--- src/rtl/seq_bit_serializer.sv ---
// Purpose : parallel-to-serial feeder for the 101 sequence detector, with a one-word holding buffer.
// Latency : first bit on x one cycle after the accept edge; each bit held DIV cycles, WIDTH*DIV per word.
// Backpr. : load_ready = !hold_full (registered state only); back-to-back words shift out with no gap.
//
// Ports:
//   clk        system clock, rising edge
//   rst        asynchronous active-low reset
//   load_data  word to serialize (sampled only at the accept edge)
//   load_valid producer has a word on load_data
//   load_ready block can take a word this cycle
//   x          serial bit stream (IDLE_BIT when nothing is shifting)
//   bit_valid  x carries a data bit
//   word_done  final cycle of a word's last bit
//   busy       shifter active or holding buffer occupied
module seq_bit_serializer #(
  parameter int unsigned WIDTH     = 8,
  parameter int unsigned DIV       = 1,
  parameter bit          MSB_FIRST = 1'b1,
  parameter bit          IDLE_BIT  = 1'b0
) (
  input  logic             clk,
  input  logic             rst,
  input  logic [WIDTH-1:0] load_data,
  input  logic             load_valid,
  output logic             load_ready,
  output logic             x,
  output logic             bit_valid,
  output logic             word_done,
  output logic             busy
);

  localparam int unsigned CW = (WIDTH > 1) ? $clog2(WIDTH) : 1;
  localparam int unsigned DW = (DIV > 1) ? $clog2(DIV) : 1;
  localparam logic [CW-1:0] BIT_LAST = CW'(WIDTH - 1);
  localparam logic [DW-1:0] DIV_LAST = DW'(DIV - 1);

  typedef enum logic {
    IDLE  = 1'b0,
    SHIFT = 1'b1
  } state_t;

  state_t           state_q, state_d;
  logic             hold_full_q, hold_full_d;
  logic [WIDTH-1:0] hold_q, hold_d;
  logic [WIDTH-1:0] shreg_q, shreg_d;
  logic [CW-1:0]    bit_cnt_q, bit_cnt_d;
  logic [DW-1:0]    div_cnt_q, div_cnt_d;

  logic             accept;
  logic             bit_last;
  logic             div_last;
  logic             word_end;
  logic             cur_bit;
  logic [WIDTH-1:0] shreg_shifted;

  always_ff @(posedge clk or negedge rst) begin
    if (!rst) begin
      state_q     <= IDLE;
      hold_full_q <= 1'b0;
      hold_q      <= '0;
      shreg_q     <= '0;
      bit_cnt_q   <= '0;
      div_cnt_q   <= '0;
    end else begin
      state_q     <= state_d;
      hold_full_q <= hold_full_d;
      hold_q      <= hold_d;
      shreg_q     <= shreg_d;
      bit_cnt_q   <= bit_cnt_d;
      div_cnt_q   <= div_cnt_d;
    end
  end

  // Ready depends only on registered state so the producer never sees a
  // combinational path from its own valid.
  assign load_ready = !hold_full_q;
  assign accept     = load_valid && load_ready;

  assign bit_last = (bit_cnt_q == BIT_LAST);
  assign div_last = (div_cnt_q == DIV_LAST);
  assign word_end = (state_q == SHIFT) && bit_last && div_last;

  // The outgoing bit always sits at one end of the register; shifting
  // toward that end exposes the next bit.
  assign cur_bit       = MSB_FIRST ? shreg_q[WIDTH-1] : shreg_q[0];
  assign shreg_shifted = MSB_FIRST ? {shreg_q[WIDTH-2:0], 1'b0}
                                   : {1'b0, shreg_q[WIDTH-1:1]};

  always_comb begin
    state_d     = state_q;
    hold_full_d = hold_full_q;
    hold_d      = hold_q;
    shreg_d     = shreg_q;
    bit_cnt_d   = bit_cnt_q;
    div_cnt_d   = div_cnt_q;

    case (state_q)
      IDLE: begin
        if (accept) begin
          shreg_d   = load_data;
          bit_cnt_d = '0;
          div_cnt_d = '0;
          state_d   = SHIFT;
        end
      end

      SHIFT: begin
        // At the word boundary with an empty buffer the new word goes
        // straight into the shifter instead of parking in the buffer.
        if (accept && !word_end) begin
          hold_d      = load_data;
          hold_full_d = 1'b1;
        end

        if (div_last) begin
          div_cnt_d = '0;
          if (bit_last) begin
            bit_cnt_d = '0;
            if (hold_full_q) begin
              shreg_d     = hold_q;
              hold_full_d = 1'b0;
            end else if (accept) begin
              shreg_d = load_data;
            end else begin
              shreg_d = '0;
              state_d = IDLE;
            end
          end else begin
            bit_cnt_d = bit_cnt_q + CW'(1);
            shreg_d   = shreg_shifted;
          end
        end else begin
          div_cnt_d = div_cnt_q + DW'(1);
        end
      end

      default: state_d = IDLE;
    endcase
  end

  assign x         = (state_q == SHIFT) ? cur_bit : IDLE_BIT;
  assign bit_valid = (state_q == SHIFT);
  assign word_done = word_end;
  assign busy      = (state_q == SHIFT) || hold_full_q;

endmodule

--- config.mk ---
export PLATFORM = sky130hd
export DESIGN_NAME = seq_bit_serializer
export DESIGN_NICKNAME = d
export VERILOG_FILES = /design/src/rtl/seq_bit_serializer.sv
export SDC_FILE = /design/constraint.sdc
export NUM_CORES = 1
export LEC_CHECK = 0
export CORE_ASPECT_RATIO = 1.25
export CORE_MARGIN = 10
export CORE_UTILIZATION = 40
export CTS_BUF_LIST = sky130_fd_sc_hd__clkbuf_8
export DETAILED_ROUTE_END_ITERATION = 12
export GPL_TIMING_DRIVEN = 0
export HOLD_SLACK_MARGIN = 0.06
export PLACE_DENSITY = 0.72
export SLEW_MARGIN = 20
export SYNTH_ARGS = -nofsm -noshare
export SYNTH_HDL_FRONTEND = slang
export SYNTH_SLANG_ARGS = --single-unit
export TNS_END_PERCENT = 50
--- constraint.sdc ---
create_clock -name clk -period 1.5 [get_ports clk]
set_input_delay 0.15 -clock clk [delete_from_list [all_inputs] [get_ports clk]]
set_output_delay 0.15 -clock clk [all_outputs]
set_load 0.01 [all_outputs]
# Word level (Yosys, flattened, before mapping)
# Index checks and enable logic that the tools add are counted.
# totals
output_inout_bits	5
memories	0
elab_cells	45
ram_bits	0
in_bits	11
romBits	0
regBits	22
latchBits	0
# op_classes
n_reduce_logical	9
n_shift	0
eq_ne	3
add_sub_neg	2
n_div	0
multipliers	0
n_lt_le_gt_ge	0
bitwise	2
muxes	23
# op_table
cell	n
two-way mux 8 bit	5
case mux 8 bit (2 select lines)	1
two-way mux 1 bit	11
two-way mux 3 bit	3
case mux 3 bit (2 select lines)	1
logical AND 1 bit	4
inequality test 2 bit (second input constant)	2
case mux 1 bit (2 select lines)	2
AND reduction 2 bit	2
adder 3 x 1 -> 3 bit (second input constant)	1
== test 3 bit (second input constant)	1
logical NOT 1 bit	2
NOT 1 bit	2
adder 1 bit (second input constant)	1
logical OR 1 bit	1

# Logic depth before layout (Yosys ltp)
# Gate-level depths: netlist (run 1).
# depth
depth_word	9
depth_mapped	6
depth_no_buf	5

# Worst setup path after synthesis (run 1)
# No wires, ideal clock.
# synth_timing
kind	register -> register
start	register bit_cnt_q[0]
end	register hold_q[0]
stages_incl_launch_ff	7
synth_period_minus_slack_ns	1.648
arrival_ns	1.523
setup_ns	0.125
slack_ns	-0.148
n_path_buf	1
t_required_ns	1.375
path_cell_list	dfrtp_1 ha_1 ha_1 nand2b_1 buf_4 nor2_8 mux2_2
# synth_between
elab_chain_len	6
# synth_lines
element	line	text
start: declaration	46	logic [CW-1:0] bit_cnt_q, bit_cnt_d;
start signal: assignment	69	bit_cnt_q <= bit_cnt_d;
== test 3 bit	79	assign bit_last = (bit_cnt_q == BIT_LAST);
logical AND 1 bit (2 in a row)	81	assign word_end = (state_q == SHIFT) && bit_last && div_last;
logical NOT 1 bit	110	if (accept && !word_end) begin
logical AND 1 bit	110	
AND reduction 2 bit (no source line)	n/a	
end signal: assignment	67	hold_q <= hold_d;
end: declaration	44	logic [WIDTH-1:0] hold_q, hold_d;
# No other way between the ends.
# A chain may end at the register's enable or synchronous reset.

# Worst setup path after layout (run 1)
# layout_timing
start	register bit_cnt_q[0]
end	register hold_q[2]
# Same word-level chain as after synthesis.

==> flow_summary.yaml, run 1 <==
die:
  start_util_pct: 42.0
  num_rows: 20
  ios: 16
  dieWidth_um: 65.4
  core_area_mm2: 0.00245
  die_h_um: 76.7
  die-area_mm2: 0.00502
place:
  placedCellCount: 132
  gp_congestion: 0.794
  hpwl_um: 1630
  port_buffers: 14
critical_path:
  path_max_fanout: 8
  crit_arrival_ns: 1.71
  crit_path_end_kind: "flip-flop"
  crit_type: "flip-flop to flip-flop"
  cp_data_required_time_ns: 1.65
  startpoint_type: "flip-flop"
clock_tree:
  clk_latency_ns: 0.26
  clk_pin_slew_ns: 0.08
  root_buffer: "clkbuf_8"
  cts_hold_buf: 0
  cts_buffers: 3
  clkSinkCount: 21
  cts_tree: "yes"
  clk_path_buf_depth: 2
  htree_levels: 1
timing:
  drv_slew: 0
  worstMarginPinSlew_ns: 0.959
  fmax_mhz: 642
  fin_ws_ns: -0.0587
  rsz0062_at_grt: "yes"
  fin_crit_sh_pct: 104
  finalSetupViolCount: 8
  hold_viol: 0
  relSlewSlack_pct: 35.9
  period_minus_slack_ns: 1.56
  hold_ws_ns: 0.238
  fin_skew_ns: 0.00236
finish:
  multi_input_area_um2: 514
  final.fill_count: 224
  fin_util_pct: 54.3
  drive_above_1_share_pct: 33.0
  final_nets: 120
  diodes: 0
  layout.area.seq_um2: 528
  area_growth_pct: 29.4
  final_cells: 139
detailed_routing:
  first_iter_violations: 26
  detail_route.vias_per_cell: 5.65
  detail-route-antenna-nets: 0
  routed_wl_um: 2430
  vias: 786
  wire_per_inst_um: 17.5
  drc: 0
  firstDrtPassIters: 4
grt:
  grt_pass1_wl_um: 4210
  grt_pass1_vias: 862
  grt_max_degree: 22
  track_usage_pct: 10.3
  overflow: 0
  antenna_found_initial: 0
yosys:
  synth_warnings: 0
  syn_area_mm2: 0.00103
  synthFlopType: "dfrtp_1"
  yosys-top-cells-area: "dfrtp_1 51%, mux2_2 9.8%, a311oi_1 4.3%"
  ys_seq_area_share_pct: 51.0
  syn-num-nets: 98
  synth_edf_count: 0
  synth_commonest_cells: "21 x dfrtp_1, 9 x mux2_2"
  yosysUniqueCellTypes: 28
  synth.most_common_cell: "dfrtp_1"
  syn-instance-count: 85
  yosys_register_bits: 21
  synth_top_area_share_pct: 51.0
  syn_avg_cell_area_um2: 12.1
  synth_top_area_cell: "dfrtp_1"
  async_reset_ff_share_pct: 100
pwr:
  share_comb_of_total_power_pct: 53.7
  clockPowerShare_pct: 12.4
  p_sw_mw: 1.12
  p_int_mw: 1.92
  seqPwrFrac_pct: 33.9
  powerDensity_mw_per_mm2: 2280
  netSwitchingFraction_pct: 36.8
  ir_drop_uv: 949
  cellLeakagePower_nw: 0.568
flow_run:
  maxCapViolations: 0
min_path:
  hp-class: "input port to flip-flop"
outcome:
  violations: "setup timing"
  status: "complete, but fails checks"
## critical path: stages, from the launching register on
cell and delay [ns]:
dfrtp_1 0.39, ha_2 0.20, ha_4 0.16, nand2b_4 0.16, nor2_8 0.21, mux2_4 0.32
## stage by stage
step | setup TNS, ns | setup WS, ns | power [mW] | instance area (µm²)
detailed placement | -2.13 | -0.195 | 2.61 | 1270
CTS | -0.649 | -0.0870 | 3.03 | 1330
finish | -0.446 | -0.0587 | 3.03 | 1330
global placement | -1.95 | -0.185 | 2.56 | 1270
floorplan | -0.728 | -0.0910 | 2.19 | 1090
global route | -1.10 | -0.125 | 3.25 | 1330
## logic make-up (layout without fill, tap and decap cells)
| kind of cell | Yosys count | in the layout | share of synthesized area [%] |
|---|---|---|---|
| AOI/OAI and AO/OA | 20 | 20 | 15.6 |
| muxes | 10 | 10 | 10.8 |
| and+or+nand+nor | 24 | 24 | 15.7 |
| buffers and inverters | 8 | 29 | 4.50 |
| DFF | 21 | 21 | 51.0 |
| adders and majority gates | 2 | 2 | 2.43 |
## repair_timing
action                                 4_1_cts  5_1_grt
gates resized for setup                     16        1
setup buffers                                4        0
pin swaps                                    2        0
endpoints found under the hold margin        0        0
setup endpoints to repair                   14       13
## final cells by class
class / count / area share (%)
inverters: 3 / 1.13
plain buffers: 4 / 2.25
clock inverters: 1 / 0.376
multi-input cells: 56 / 38.6
well taps: 33 / 3.10
clock buffers: 3 / 3.10
flip-flops and latches: 21 / 39.6
repair buffers: 18 / 11.8
## power by group through the flow
| stage | Combinational (mW) | Sequential [mW] | Clock (mW) |
|---|---|---|---|
| global placement | 1.49 | 1.07 | 0 |
| floorplan | 1.16 | 1.02 | 0 |
| detailed placement | 1.53 | 1.08 | 0 |
| finish | 1.63 | 1.03 | 0.376 |
| CTS | 1.63 | 1.03 | 0.372 |
| global route | 1.78 | 1.06 | 0.409 |
## path summary, 6_finish.rpt
path                       slack, ns          from    endpoint  depth (start not counted)
max                            -0.06  bit_cnt_q[0]   hold_q[2]                          5
min                             0.24    load_valid   bit_valid                          3
max reg2reg                    -0.06  bit_cnt_q[0]   hold_q[2]                          5
min reg2reg                     0.50    shreg_q[6]  shreg_q[6]                          1
max in group asynchronous       0.44           rst   bit_valid                          1
min in group asynchronous       0.42           rst   hold_q[0]                          1
## sequential cells by signal, summed over array words and instances, names as in the netlist
signal	cells
shreg_q	8
bit_cnt_q	3
hold_full_q	1
hold_q	8
bit_valid	1
## placed cells by master, fill, tap and decap left out
cell / Yosys / final
o22ai_1: 2 / 2
a22o_1: 2 / 2
a21oi_2: 0 / 1
or2_2: 1 / 1
nand3_1: 2 / 2
nor2_1: 5 / 5
o2bb2ai_1: 5 / 5
nor2b_4: 1 / 1
nor2_8: 1 / 1
dfrtp_2: 0 / 2
nor2_2: 1 / 1
a22oi_1: 1 / 1
and3_1: 5 / 5
inv_1: 3 / 2
nand2_1: 2 / 2
clkdlybuf4s50_1: 0 / 9
nor2b_1: 1 / 1
a311oi_1: 5 / 5
clkdlybuf4s15_1: 0 / 1
and2_1: 1 / 1
a21oi_1: 2 / 1
buf_2: 1 / 2
dlygate4sd2_1: 0 / 2
mux2_4: 0 / 8
mux2i_1: 1 / 1
nand3b_1: 2 / 2
o21ai_0: 1 / 1
mux2_2: 9 / 1
nand2b_4: 1 / 2
clkinv_2: 0 / 1
dfrtp_1: 21 / 19
buf_4: 4 / 8
a221o_1: 2 / 2
clkbuf_8: 0 / 3
ha_2: 0 / 1
clkinvlp_4: 0 / 1
ha_4: 0 / 1
## layer usage
metal  global-route usage [%]  wire (µm)  vias to the layer above
li1                         -          -                      359
met1                     12.7       1090                      397
met2                     16.3       1170                       28
met3                     3.05        143                        2
met4                     4.08         28                        0
met5                        0          0                        -
Power figures use the tool's default switching activity.
==> inputs of run 2 (changes only) <==
- CELL_PAD_IN_SITES_DETAIL_PLACEMENT: unset -> 2
- CELL_PAD_IN_SITES_GLOBAL_PLACEMENT: unset -> 2
- CORE_UTILIZATION: 40 -> 33
- PLACE_DENSITY: 0.72 -> 0.84
==> run 2 against run 1 <==
Net effect:
- the flow still finishes with violations (setup timing)
- cell count is 5.0% higher
- clock power is 3% higher
- non-clock buffer count is 4 higher
- count of clock-buffer cells in the layout stayed put
- maximum frequency is 4.5% lower
- final area is 6.9% higher
- setup slack worse by 0.073 ns
- clock skew is 0.0014 ns higher
- register-to-register slack worse by 0.07 ns
- largest power group unchanged
- highest routed layer unchanged
==> flow_summary.yaml, run 2 (synthesis results as in run 1) <==
place:
  hpwl_um: 2030
  dpl_cell_area_mm2: 0.00127
  gp_congestion: 0.679
  port_buffers: 14
  dpl_worst_slack_ns: -0.281
  placedCellCount: 135
die:
  dieWidth_um: 70.0
  die-area_mm2: 0.00577
  core_area_mm2: 0.00297
  start_util_pct: 34.6
  die_h_um: 82.5
  num_rows: 22
  ios: 16
critical_path:
  crit_arrival_ns: 1.79
  cpMostUsedCell: "ha_4"
  cp_data_required_time_ns: 1.65
  path_max_fanout: 5
  startpoint_type: "flip-flop"
  crit_type: "flip-flop to flip-flop"
  crit_path_end_kind: "flip-flop"
  crit_chain: "ha_4, ha_4, buf_4, nor2b_4, buf_6, a21oi_2, a221o_1"
  slowest_stage: "dfrtp_1"
  cp_slowest_stage_delay_ns: 0.42
pwr:
  cellLeakagePower_nw: 0.610
  p_total_mw: 3.52
  powerDensity_mw_per_mm2: 2470
  ir_drop_uv: 945
detailed_routing:
  vias: 830
  first_iter_violations: 66
  wire_per_inst_um: 25.7
  drc: 0
  firstDrtPassIters: 4
  detail_route.vias_per_cell: 5.68
  detail-route-antenna-nets: 0
  routed_wl_um: 3750
clock_tree:
  cts_buffers: 3
  htree_levels: 1
  root_buffer: "clkbuf_8"
  clkSinkCount: 21
  clk_pin_slew_ns: 0.08
  clk_latency_ns: 0.27
  cts_tree: "yes"
  clk_path_buf_depth: 2
min_path:
  hp-class: "input port to flip-flop"
finish:
  multi_input_area_um2: 567
  final_cells: 146
  layout.area.seq_um2: 528
  final.fill_count: 297
  layout_commonest_cell: "dfrtp_1"
  area_growth_pct: 38.4
  drive_above_1_share_pct: 41.8
  mostFrequentLayoutCells: "19 x dfrtp_1, 8 x mux2_4, 8 x clkdlybuf4s50_1"
  diodes: 0
  final_area_mm2: 0.00143
  reg_top3: "hold_q (8), shreg_q (8), bit_cnt_q (3)"
  fin_util_pct: 47.9
  final_nets: 124
grt:
  grt_pass1_wl_um: 5360
  track_usage_pct: 12.2
  antenna_found_initial: 0
  overflow: 0
  grt_max_degree: 22
  grt_pass1_vias: 962
timing:
  drv_slew: 0
  rsz0062_at_grt: "yes"
  setup_tns_ns: -1.10
  period_minus_slack_ns: 1.63
  fin_skew_ns: 0.00375
  hold_viol: 0
  relSlewSlack_pct: 67.1
  fin_ws_ns: -0.132
  finalSetupViolCount: 12
  hold_ws_ns: 0.270
  fin_crit_sh_pct: 109
  fmax_mhz: 613
  worstMarginPinSlew_ns: 0.493
outcome:
  status: "complete, but fails checks"
  violations: "setup timing"
flow_run:
  maxCapViolations: 0
-- run 2: final timing paths --
kind | start | to | slack (ns) | depth (start not counted)
worst max-delay path | bit_cnt_q[0] | shreg_q[3] | -0.13 | 7
worst min-delay path | load_valid | bit_valid | 0.27 | 3
worst max register to register | bit_cnt_q[0] | shreg_q[3] | -0.13 | 7
worst min register to register | shreg_q[5] | shreg_q[5] | 0.51 | 1
max in group asynchronous | rst | hold_full_q | 0.75 | 2
min in group asynchronous | rst | hold_q[3] | 0.39 | 2
-- run 2: timing repair --
item,in CTS,in global routing
pin swaps,3,2
hold buffers,0,1
endpoints found under the hold margin,0,21
setup endpoints to repair,15,18
gates cloned,0,1
buffers inserted,5,1
gates resized for setup,18,14
-- run 2: metal layers --
layer	vias to the layer above	track usage (%)	wire, µm
met5	-	0	0
met4	0	8.30	130
met3	8	1.91	35
met2	15	21.6	1940
met1	438	13.5	1640
li1	369	-	-
-- run 2: final cells by class --
class,count,area share [%]
Timing Repair Buffer,22,12.9
Clock inverter,1,0.263
Buffer,4,2.90
Clock buffer,3,2.90
Multi-Input combinational cell,56,39.8
Tap cell,36,3.16
Inverter,3,1.05
Sequential cell,21,37.0
-- run 2: worst max-delay path: cells and delay by family, from the launching register on --
kind            cells  cell delay [ns]
fa+ha+maj           2             0.34
flops               1             0.42
buf+inv             2             0.29
compound gates      2             0.32
simple gates        1             0.13
-- run 2: power by group --
group / switching (mW) / total, mW / internal, mW
Combinational: 1.02 / 2.05 / 1.03
Clock: 0.205 / 0.388 / 0.184
Sequential: 0.218 / 1.09 / 0.867
Total: 1.44 / 3.52 / 2.08
==> inputs of run 3 (changes only) <==
- CORE_UTILIZATION: 33 -> 36
- PLACE_DENSITY: 0.84 -> 0.87
- clock period: 1.5 -> 1.73 ns (I/O delays scaled with it)
==> run 3 against run 2 <==
Net effect:
- the run now ends clean
- count of clock-buffer cells in the layout unchanged
- first-iteration DRC count fell by 62%
- critical path depth is 1 lower
- wire length down 23%
- critical path type unchanged
==> flow_summary.yaml, run 3 (synthesis results as in run 1) <==
finish:
  area_growth_pct: 26.7
  multi_input_area_um2: 473
  reg_top3: "hold_q (8), shreg_q (8), bit_cnt_q (3)"
  diodes: 0
  layout.area.seq_um2: 528
  drive_above_1_share_pct: 29.2
  mostFrequentLayoutCells: "19 x dfrtp_1, 11 x clkdlybuf4s50_1, 9 x mux2_2"
  layout_commonest_cell: "dfrtp_1"
  final_cells: 140
  final_nets: 120
  final.fill_count: 277
  final_area_mm2: 0.00131
place:
  dpl_cell_area_mm2: 0.00121
  gp_congestion: 0.743
  hpwl_um: 1910
  dpl_worst_slack_ns: -0.0685
  placedCellCount: 133
  port_buffers: 14
detailed_routing:
  firstDrtPassIters: 2
  vias: 793
  detail-route-antenna-nets: 0
  first_iter_violations: 25
  detail_route.vias_per_cell: 5.66
  drc: 0
  wire_per_inst_um: 20.6
  routed_wl_um: 2880
timing:
  relSlewSlack_pct: 37.5
  period_minus_slack_ns: 1.68
  fin_crit_sh_pct: 97.1
  finalSetupViolCount: 0
  drv_slew: 0
  hold_viol: 0
  fin_skew_ns: 0.00225
  fmax_mhz: 596
  rsz0062_at_grt: "yes"
  worstMarginPinSlew_ns: 0.935
  fin_ws_ns: 0.0509
  setup_tns_ns: 0
grt:
  antenna_found_initial: 0
  grt_pass1_wl_um: 4840
  grt_max_degree: 22
  overflow: 0
  grt_pass1_vias: 961
  track_usage_pct: 11.7
clock_tree:
  clkSinkCount: 21
  cts_buffers: 3
  cts_tree: "yes"
  htree_levels: 1
  clk_pin_slew_ns: 0.08
  root_buffer: "clkbuf_8"
  clk_path_buf_depth: 2
  clk_latency_ns: 0.26
critical_path:
  crit_type: "flip-flop to flip-flop"
  path_max_fanout: 8
  crit_path_end_kind: "flip-flop"
  cp_data_required_time_ns: 1.88
  crit_arrival_ns: 1.83
  startpoint_type: "flip-flop"
pwr:
  powerDensity_mw_per_mm2: 2020
  ir_drop_uv: 867
  cellLeakagePower_nw: 0.543
flow_run:
  maxCapViolations: 0
die:
  die-area_mm2: 0.00541
  start_util_pct: 38.0
  dieWidth_um: 67.8
  die_h_um: 79.8
  core_area_mm2: 0.00271
  num_rows: 21
  ios: 16
min_path:
  hp-class: "input port to flip-flop"
outcome:
  status: "finished clean"
-- run 3: cell types whose count changed in the layout (fill, tap and decap cells not counted), moves of 3 or more --
| cell | before | now |
|---|---|---|
| a311oi_2 | 5 | 0 |
| a311oi_1 | 0 | 5 |
| buf_6 | 4 | 1 |
| mux2_4 | 8 | 0 |
| mux2_2 | 1 | 9 |
| clkdlybuf4s50_1 | 8 | 11 |
-- run 3: repair_timing --
| action | in CTS | in global routing |
|---|---|---|
| hold buffers | 0 | 0 |
| endpoints found under the hold margin | 0 | 0 |
| pin swaps | 1 | 1 |
| setup endpoints to repair | 12 | 8 |
| buffers inserted | 2 | 1 |
| gates resized for setup | 11 | 0 |
-- run 3: cell type report --
cell class	count	share of cell area [%]
sequential	21	40.5
multi-input combinational	56	36.2
timing repair buffer	17	12.2
tap	34	3.26
clock buffer	3	3.16
buffer	5	3.16
inverter	3	1.15
clock inverter	1	0.384
-- run 3: report_power, final --
group	internal, mW	switching (mW)	leakage, nW
Sequential	0.751	0.162	0.246
Clock	0.160	0.165	0.0255
Combinational	0.704	0.687	0.271
Total	1.62	1.01	0.543
-- run 3: per-stage QoR --
step	util [%]	power [mW]	hold slack [ns]
6_report	48.2	2.63	0.265
5_1_grt	48.2	2.84	0.284
4_1_cts	47.9	2.65	0.263
3_5_place_dp	44.8	2.18	0.479
3_3_place_gp	44.8	2.08	0.471
2_1_floorplan	-	1.76	-0.123
-- run 3: final timing paths --
kind | cells past startpoint | slack [ns] | endpoint | startpoint
max | 6 | 0.05 | hold_q[6] | bit_cnt_q[0]
min | 3 | 0.26 | bit_valid | load_valid
max reg2reg | 6 | 0.05 | hold_q[6] | bit_cnt_q[0]
min reg2reg | 1 | 0.50 | shreg_q[6] | shreg_q[6]
max in group asynchronous | 1 | 0.67 | hold_full_q | rst
min in group asynchronous | 1 | 0.43 | shreg_q[0] | rst
-- run 3: per-layer routing --
metal / GRT usage (%) / share of wire [%] / vias to the layer above
met3: 2.53 / 2.9 / 4
met2: 21.5 / 55 / 13
met5: 0 / 0 / -
li1: - / - / 358
met4: 3.83 / 1.4 / 0
met1: 12.7 / 41 / 418
-- run 3: worst max-delay path, cell delays in order (launching register included) --
cell      delay, ns
dfrtp_1        0.39
ha_2           0.20
ha_4           0.17
nand2b_1       0.15
buf_6          0.14
nor2_8         0.16
mux2_2         0.35
